**src/rtl/uart_tx_drain.sv**
```systemverilog
// uart_tx_drain: drains a FWFT TX FIFO and serialises each word as a UART frame on o_tx.
module uart_tx_drain #(
  parameter int DW        = 8,
  parameter int PARITY    = 0,
  parameter int STOP_BITS = 1,
  parameter int DIVW      = 16
) (
  input  logic            i_clk,
  input  logic            i_reset,
  input  logic            i_enable,
  input  logic [DIVW-1:0] i_div,
  input  logic            i_fifo_empty,
  input  logic [DW-1:0]   i_fifo_data,
  output logic            o_fifo_rd,
  output logic            o_tx,
  output logic            o_busy,
  output logic            o_done
);
  localparam int BCW = $clog2(DW);
  localparam logic [2:0] IDLE  = 3'd0;
  localparam logic [2:0] START = 3'd1;
  localparam logic [2:0] DATA  = 3'd2;
  localparam logic [2:0] PAR   = 3'd3;
  localparam logic [2:0] STOP  = 3'd4;
  logic [2:0]      state, state_n;
  logic [DW-1:0]   shreg, shreg_n;
  logic [DIVW-1:0] div_q, div_n, baud_cnt, baud_n;
  logic [BCW-1:0]  bit_cnt, bit_n;
  logic            par_acc, par_n, tick, last, pop, tx_n;
  assign tick      = baud_cnt == '0;
  assign last      = state == STOP && tick && bit_cnt == '0;
  assign pop       = ~i_reset & i_enable & ~i_fifo_empty & (state == IDLE | last);
  assign o_fifo_rd = pop;
  assign o_busy    = state != IDLE;
  always_comb begin
    state_n = state;
    shreg_n = shreg;
    div_n   = div_q;
    bit_n   = bit_cnt;
    par_n   = par_acc;
    baud_n  = state == IDLE ? baud_cnt : tick ? div_q : baud_cnt - 1'b1;
    if (tick)
      case (state)
        START: state_n = DATA;
        DATA: begin
          shreg_n = shreg >> 1;
          state_n = bit_cnt != '0 ? DATA : PARITY != 0 ? PAR : STOP;
          bit_n   = bit_cnt != '0 ? bit_cnt - 1'b1 : BCW'(STOP_BITS - 1);
        end
        PAR:  state_n = STOP;
        STOP: begin
          state_n = bit_cnt != '0 ? STOP : IDLE;
          bit_n   = bit_cnt != '0 ? bit_cnt - 1'b1 : bit_cnt;
        end
        default: ;
      endcase
    // a pop in the final stop cycle overrides the return to IDLE, giving zero gap
    if (pop) begin
      state_n = START;
      shreg_n = i_fifo_data;
      div_n   = i_div;
      baud_n  = i_div;
      bit_n   = BCW'(DW - 1);
      par_n   = PARITY == 2 ? ~^i_fifo_data : ^i_fifo_data;
    end
    tx_n = state_n == START ? 1'b0 : state_n == DATA ? shreg_n[0] : state_n == PAR ? par_n : 1'b1;
  end
  always_ff @(posedge i_clk)
    if (i_reset) begin
      state    <= IDLE;
      shreg    <= '0;
      div_q    <= '0;
      baud_cnt <= '0;
      bit_cnt  <= '0;
      par_acc  <= 1'b0;
      o_tx     <= 1'b1;
      o_done   <= 1'b0;
    end else begin
      state    <= state_n;
      shreg    <= shreg_n;
      div_q    <= div_n;
      baud_cnt <= baud_n;
      bit_cnt  <= bit_n;
      par_acc  <= par_n;
      o_tx     <= tx_n;
      o_done   <= last;
    end
endmodule

```
**config.mk**
```make
export PLATFORM = sky130hd
export DESIGN_NAME = uart_tx_drain
export DESIGN_NICKNAME = d
export VERILOG_FILES = /design/src/rtl/uart_tx_drain.sv
export SDC_FILE = /design/constraint.sdc
export NUM_CORES = 1
export LEC_CHECK = 0
export CAP_MARGIN = 20
export CORE_MARGIN = 2
export CORE_UTILIZATION = 56
export DETAILED_ROUTE_END_ITERATION = 10
export GPL_TIMING_DRIVEN = 0
export MAX_ROUTING_LAYER = met4
export PLACE_DENSITY_LB_ADDON = 0.1
export SYNTH_ARGS = -nofsm -noshare
export SYNTH_HDL_FRONTEND = slang
export SYNTH_SLANG_ARGS = --single-unit
```
**constraint.sdc**
```tcl
create_clock -name i_clk -period 3.6 [get_ports i_clk]
set_clock_uncertainty 0.1 [all_clocks]
set_input_delay 0.54 -clock i_clk [delete_from_list [all_inputs] [get_ports i_clk]]
set_output_delay 0.54 -clock i_clk [all_outputs]
set_load 0.01 [all_outputs]
```
==> summary.md, run 1 <==
| Metric | Value |
|---|---|
| Status | complete, no violations |
| Post-CTS Hold Buffers | 0 |
| Reg clk slew, reported paths | about 80 ps |
| Chip width | approximately 74 um |
| CTS tree | done |
| Grt met3 use | 0.0664 |
| WS Path Type | in -> out |
| Worst Setup End Kind | primary output |
| Vias per cell | between 6 and 7 |
| Final setup fails | 0 |
| Vias in the first global route | roughly 2500 |
| Initial antenna violation count | 0 |
| Port-buffer cells | 31 |
| Die Y | 74.1 um |
| Hold Vio Cnt, Final | 0 |
| Longest Clk Path Bufs | 2 |
| Gr busiest metal | met2 |
| Max Slew Vio Count | 0 |
| Most common library cells after synthesis | 49 x dfxtp_1, 37 x nand2_1, 32 x a21oi_1 |
| Initial Util | 0.583 |
| PD cells | 489 nW/um^2 |
| Clock Latency Late Sink | around 310 ps |
| CP startpoint kind | input port |
| Post-Syn Area | 2750 sq um |
| Largest net degree at the start of global routing | 17 |
| Max_slew headroom | 0.456 |
| Worst Tran Pin Value | ~810 ps |
| M2 GR Usage | 0.466 |
| Layout cells sized above 1 | 0.0584 |
| P&R area growth vs syn | 17.3% |
| Clock sink total | 49 |
| Yosys cell types | between 50 and 60 |
| Max-cap violations | 0 |
| Antenna Nets Post-Route | 0 |
| Gp weighted congestion | about 0.98 |
| FFs w/ async S/R, synth | 0 |
| Post-synth EDFFs | 0 |
| Via count of the routed design | roughly 2800 |
| Pre-CTS setup slack | -485 ps |
| Worst hold path type | reg -> reg |
| Core area | 4720 sq um |
| Die area | about 5500 sq um |
| Drt first pass iters | 5 |
| Net Count, Synth | 373 |
| Congestion Overflow GR | 0 |
| Fin nets | roughly 410 |
| Max Clock Freq | about 300 MHz |
| Peak supply drop | around 0.27 mV |
| Most common cell in the netlist | dfxtp_1 |
| Row count | 25 |
| Root buffer cell | clkbuf_8 |
| CTS buffer count | 5 |
| Wire length per cell | between 15 and 20 um |
| Primary FF master, synth | dfxtp_1 |
| Setup Buffers After CTS | 0 |
| Final Worst Setup Slack | roughly 190 ps |
| Global-route wire length before repair | 12.6 mm |
| Met1 Use GR | 0.422 |
| Share of the synthesized area in the top cell type | 0.356 |
| Diode count | 0 |
| Synth area leader | dfxtp_1 |
| Final period demand of the worst path | between 3000 and 4000 ps |
| Routed WL | about 8 mm |
| Iter 0 DRT Violations | around 260 |
| Post-cts resize count | 4 |
| Boundary pin count | 32 |
| Cells after Synth | roughly 340 |
| CP arrival | 2770 ps |
| GR Util All Layers | 0.315 |
| Fin util | 0.684 |
| Ys Warns | 0 |
| Final Cycle Share | 0.947 |
| Mapped Avg Cell Area | just over 8 sq um |
| Detail Placement HPWL | ~5.7 mm |
| Worst Path Required | a little under 3000 ps |
| DRC viols | 0 |
| H-tree levels | 2 |
| Fin Setup TNS | 0 ps |
| Worst Path Max Fanout | 16 |
| Sequential area share after synthesis | 0.356 |
| #FFs+latches synth | 49 |
| Synth area leaders | dfxtp_1 36%, a21oi_1 5.8%, nand2_1 5.0%, xnor2_1 3.8%, nor2_1 3.7% |
| RSZ-0062 raised after global routing | no |
| Leak | around 1.1 nW |
layout make-up:
cell class / count / area (sq um)
Buffer: 27 / 136
Clock buffer: 7 / 86.3
Fill cell: 429 / 1490
Inverter: 11 / 46.3
Multi-Input combinational cell: 252 / 1590
Sequential cell: 49 / 981
Tap cell: 67 / 83.8
Timing Repair Buffer: 31 / 308
cells in the final DEF (no fill, tap or decap), types with 3 or more instances in the layout:
cell             netlist  final
dfxtp_1               49     49
nand2_1               37     37
a21oi_1               32     32
clkdlybuf4s50_1        0     29
nor2_1                27     27
clkbuf_1              22     22
o21ai_0               17     17
xnor2_1               12     12
nor3_1                10     10
inv_1                 10     10
a311oi_1              10     10
mux2i_1               10     10
nor4_1                 9      9
o211ai_1               7      7
or3_1                  7      6
clkbuf_8               0      6
a211o_1                5      5
a211oi_1               5      5
a31oi_1                4      4
o221ai_1               4      4
nand2_2                4      4
a221oi_1               4      4
nand4_1                4      4
nand2b_1               4      4
ha_1                   4      4
buf_6                  3      3
nand3_1                3      3
a32oi_1                3      3
per-stage QoR:
stage / total power, mW / std cells / hold WS, ps / area (sq um)
global placement: 1.24 / 439 / 345 / 3150
detailed placement: 1.24 / 439 / 348 / 3150
CTS: 1.57 / 444 / 360 / 3230
global route: 1.66 / 444 / 387 / 3230
floorplan: 1.07 / 341 / 331 / 2750
finish: 1.58 / 444 / 359 / 3230
layer usage:
metal | wire, um | vias to the layer above
met5 | 0 | -
met2 | 3490 | 163
li1 | - | 1330
met4 | 189 | 0
met1 | 3570 | 1272
met3 | 696 | 22
flip-flops by register name (all words and copies together) (netlist names):
signal,count
baud_cnt,16
par_acc,1
bit_cnt,3
o_done,1
o_tx,1
shreg,8
state,3
div_q,16
critical path, stage by stage:
cell	delay, ps
clkdlybuf4s50_1	520
or3b_4	420
or3_4	440
o31a_1	270
buf_6	150
clkinv_4	130
dlygate4sd2_1	290
cells by family after synthesis:
family | Yosys count | synth area share
buffers and inverters | 40 | 0.0695
XOR/XNOR | 14 | 0.0445
AO/OA/AOI/OAI | 102 | 0.249
AND/OR/NAND/NOR | 122 | 0.226
flip-flops | 49 | 0.356
multiplexers | 10 | 0.0363
adder cells (fa/ha/maj) | 4 | 0.0182
power by group:
| part | total (mW) | leakage, nW | internal (mW) | switching, mW |
|---|---|---|---|---|
| Combinational | 0.626 | 0.644 | 0.256 | 0.370 |
| Sequential | 0.621 | 0.400 | 0.582 | 0.0382 |
| Clock | 0.335 | 0.0443 | 0.153 | 0.182 |
worst paths after layout:
check	startpoint	to	slack [ps]	depth (start not counted)
max	i_enable	o_fifo_rd	190	7
min	div_q[5]	div_q[5]	360	2
max reg2reg	baud_cnt[5]	baud_cnt[4]	770	11
min reg2reg	div_q[5]	div_q[5]	360	2
No activity file was read; power rests on OpenSTA's default activity.
==> inputs of run 2 (changes only) <==
--- a/config.mk
+++ b/config.mk
@@ -5,9 +5,9 @@
 export SDC_FILE = /design/constraint.sdc
 export NUM_CORES = 1
 export LEC_CHECK = 0
-export CAP_MARGIN = 20
+export CAP_MARGIN = 10
 export CORE_MARGIN = 2
-export CORE_UTILIZATION = 56
+export CORE_UTILIZATION = 50
 export DETAILED_ROUTE_END_ITERATION = 10
 export GPL_TIMING_DRIVEN = 0
 export MAX_ROUTING_LAYER = met4
==> run 2 against run 1 <==
  * Combinational power barely moved
  * Sequential power barely moved
  * Count of clock-buffer cells in the layout fell by 1
  * Cell count rose by 1.4%
  * Largest power group unchanged
  * Hold slack barely moved
  * Critical endpoint unchanged
  * Register-to-register slack got worse by 60 ps
==> summary.md, run 2 (synthesis gave the netlist of run 1 again) <==
| Metric | Value |
|---|---|
| Status | complete, no violations (unchanged) |
| Vias per cell | 6.08 (was 6.28) |
| FF-to-FF path depth | 8 (was 11) |
| Detail Placement HPWL | 5.56 mm (was 5.69 mm) |
| CP Launch Point | i_reset (was i_enable) |
| RSZ-0062 raised after global routing | no (unchanged) |
| Fin nets | 409 (unchanged) |
| Row count | 27 (was 25) |
| Worst r2r src | baud_cnt[5] (unchanged) |
| Vias in the first global route | 2546 (was 2458) |
| CP arrival | 2780 ps (was 2770 ps) |
| Initial antenna violation count | 0 (unchanged) |
| Clock sink total | 49 (unchanged) |
| Largest net degree at the start of global routing | 17 (unchanged) |
| Max Clock Freq | 292 MHz (was 293 MHz) |
| Placed Area | 3150 sq um (about the same) |
| Post-Layout Cell Count | 450 (was 444) |
| Global-route wire length before repair | 12.8 mm (was 12.6 mm) |
| Hold EP | div_q[6] (was div_q[5]) |
| Worst Tran Pin Value | 829 ps (was 808 ps) |
| Reg clk slew, reported paths | 90 ps (was 80 ps) |
| WS Path Type | in -> out (unchanged) |
| Final setup fails | 0 (unchanged) |
| Wire length per cell | 17.2 um (was 17.9 um) |
| Placed Instances | 444 (was 439) |
| Leak | 1.10 nW (was 1.09 nW) |
| Core area | 5410 sq um (was 4720 sq um) |
| Congestion Overflow GR | 0 (unchanged) |
| Max-cap violations | 0 (unchanged) |
| Die Y | 78.2 um (was 74.1 um) |
| Most common cell after layout, fill and taps aside | dfxtp_1 (unchanged) |
| Antenna Nets Post-Route | 0 (unchanged) |
| Gp weighted congestion | 0.928 (was 0.978) |
| Drt first pass iters | 5 (unchanged) |
| H-tree levels | 2 (unchanged) |
| Worst Hold Launch | div_q[6] (was div_q[5]) |
| Port-buffer cells | 31 (unchanged) |
| Worst reg2reg endpoint | baud_cnt[4] (unchanged) |
| Via count of the routed design | 2737 (was 2787) |
| Max Slew Vio Count | 0 (unchanged) |
| Layout cells sized above 1 | 0.0608 (was 0.0584) |
| Fin util | 0.605 (was 0.684) |
| CP startpoint kind | input port (unchanged) |
| Die area | 6120 sq um (was 5490 sq um) |
| Post-CTS Hold Buffers | 0 (unchanged) |
| Boundary pin count | 32 (unchanged) |
| Chip width | 78.2 um (was 74.1 um) |
| Longest Clk Path Bufs | 2 (unchanged) |
| PD cells | 510 nW/um^2 (was 489 nW/um^2) |
| GR Util All Layers | 0.273 (was 0.315) |
| Worst Path Max Fanout | 16 (unchanged) |
| Peak supply drop | 0.277 mV (was 0.267 mV) |
| P&R area growth vs syn | 18.7% (was 17.3%) |
| DRC viols | 0 (unchanged) |
| Min-Delay Path Depth | 2 (unchanged) |
| Root buffer cell | clkbuf_8 (unchanged) |
| Iter 0 DRT Violations | 236 (was 259) |
| Most frequent cells in the layout | 49 x dfxtp_1, 37 x nand2_1, 32 x a21oi_1, 30 x clkdlybuf4s50_1, 27 x nor2_1 (was 49 x dfxtp_1, 37 x nand2_1, 32 x a21oi_1, 29 x clkdlybuf4s50_1, 27 x nor2_1) |
| Worst Setup End Kind | primary output (unchanged) |
| Worst hold path type | reg -> reg (unchanged) |
| Initial Util | 0.509 (was 0.583) |
| Max_slew headroom | 0.443 (was 0.456) |
| CTS tree | done (unchanged) |
| Hold Vio Cnt, Final | 0 (unchanged) |
| Routed WL | 7.75 mm (was 7.94 mm) |
| Clock Latency Late Sink | 310 ps (about the same) |
| Hold Slack | 359 ps (about the same) |
| Final period demand of the worst path | 3420 ps (was 3410 ps) |
| Fin Setup TNS | 0 ps (unchanged) |
| Largest regs | baud_cnt: 16 flops, div_q: 16 flops, shreg: 8 flops (unchanged) |
| Finished Cell Area | 3270 sq um (was 3230 sq um) |
| Diode count | 0 (unchanged) |
| Final Cycle Share | 0.950 (was 0.947) |
| Register-to-register setup slack | 710 ps (was 770 ps) |
| Worst Path Required | 2960 ps (about the same) |
| CTS buffer count | 5 (unchanged) |
## run 2: changes by cell type in the layout (fill, tap and decap cells not counted), sizes merged
cell,previous run,this run
clkinvlp,0,1
clkdlybuf4s50,29,30
bufinv,0,1
clkbuf,28,27
dlygate4sd2,2,1
## run 2: per-stage QoR
step | power, mW | setup WS [ps]
after floorplan | 1.07 | 875
after global placement | 1.24 | -429
after detailed placement | 1.24 | -427
after CTS | 1.65 | 192
after global routing | 1.75 | 74.7
final | 1.67 | 179
## run 2: layout make-up
type,instances,area [sq um]
Tap cell,72,90.1
Buffer,27,136
Clock inverter,2,37.5
Clock buffer,6,82.6
Inverter,11,46.3
Sequential cell,49,981
Timing Repair Buffer,31,309
Multi-Input combinational cell,252,1590
Fill cell,510,2140
## run 2: how the worst max path moves through the flow
| stage | to | slack, ps | cells past startpoint |
|---|---|---|---|
| floorplan | o_fifo_rd | 870 | 9 |
| global placement | o_fifo_rd | -430 | 9 |
| detailed placement | o_fifo_rd | -430 | 9 |
| CTS | o_fifo_rd | 190 | 7 |
| global route | o_fifo_rd | 70 | 7 |
| finish | o_fifo_rd | 180 | 7 |
## run 2: routing by layer
layer / vias to the layer above / wire (um) / track usage
li1: 1335 / - / -
met1: 1269 / 3690 / 0.379
met2: 114 / 3460 / 0.418
met3: 19 / 455 / 0.0414
met4: 0 / 152 / 0.0737
met5: - / 0 / -
## run 2: power by group
part / switching (mW) / leakage, nW / total [mW] / internal, mW
Sequential: 0.0365 / 0.400 / 0.619 / 0.582
Clock: 0.196 / 0.0574 / 0.422 / 0.226
Combinational: 0.371 / 0.642 / 0.627 / 0.256
Total: 0.604 / 1.10 / 1.67 / 1.06
## run 2: what timing repair did
item,4_1_cts,5_1_grt
endpoints found under the setup margin,1,0
resized for setup,2,0
buffers inserted,0,0
## run 2: worst max-delay path, stage by stage
cell	delay [ps]
clkdlybuf4s50_1	460
or3b_1	460
or3_4	450
o31a_1	270
buf_6	150
clkinv_4	130
dlygate4sd2_1	300
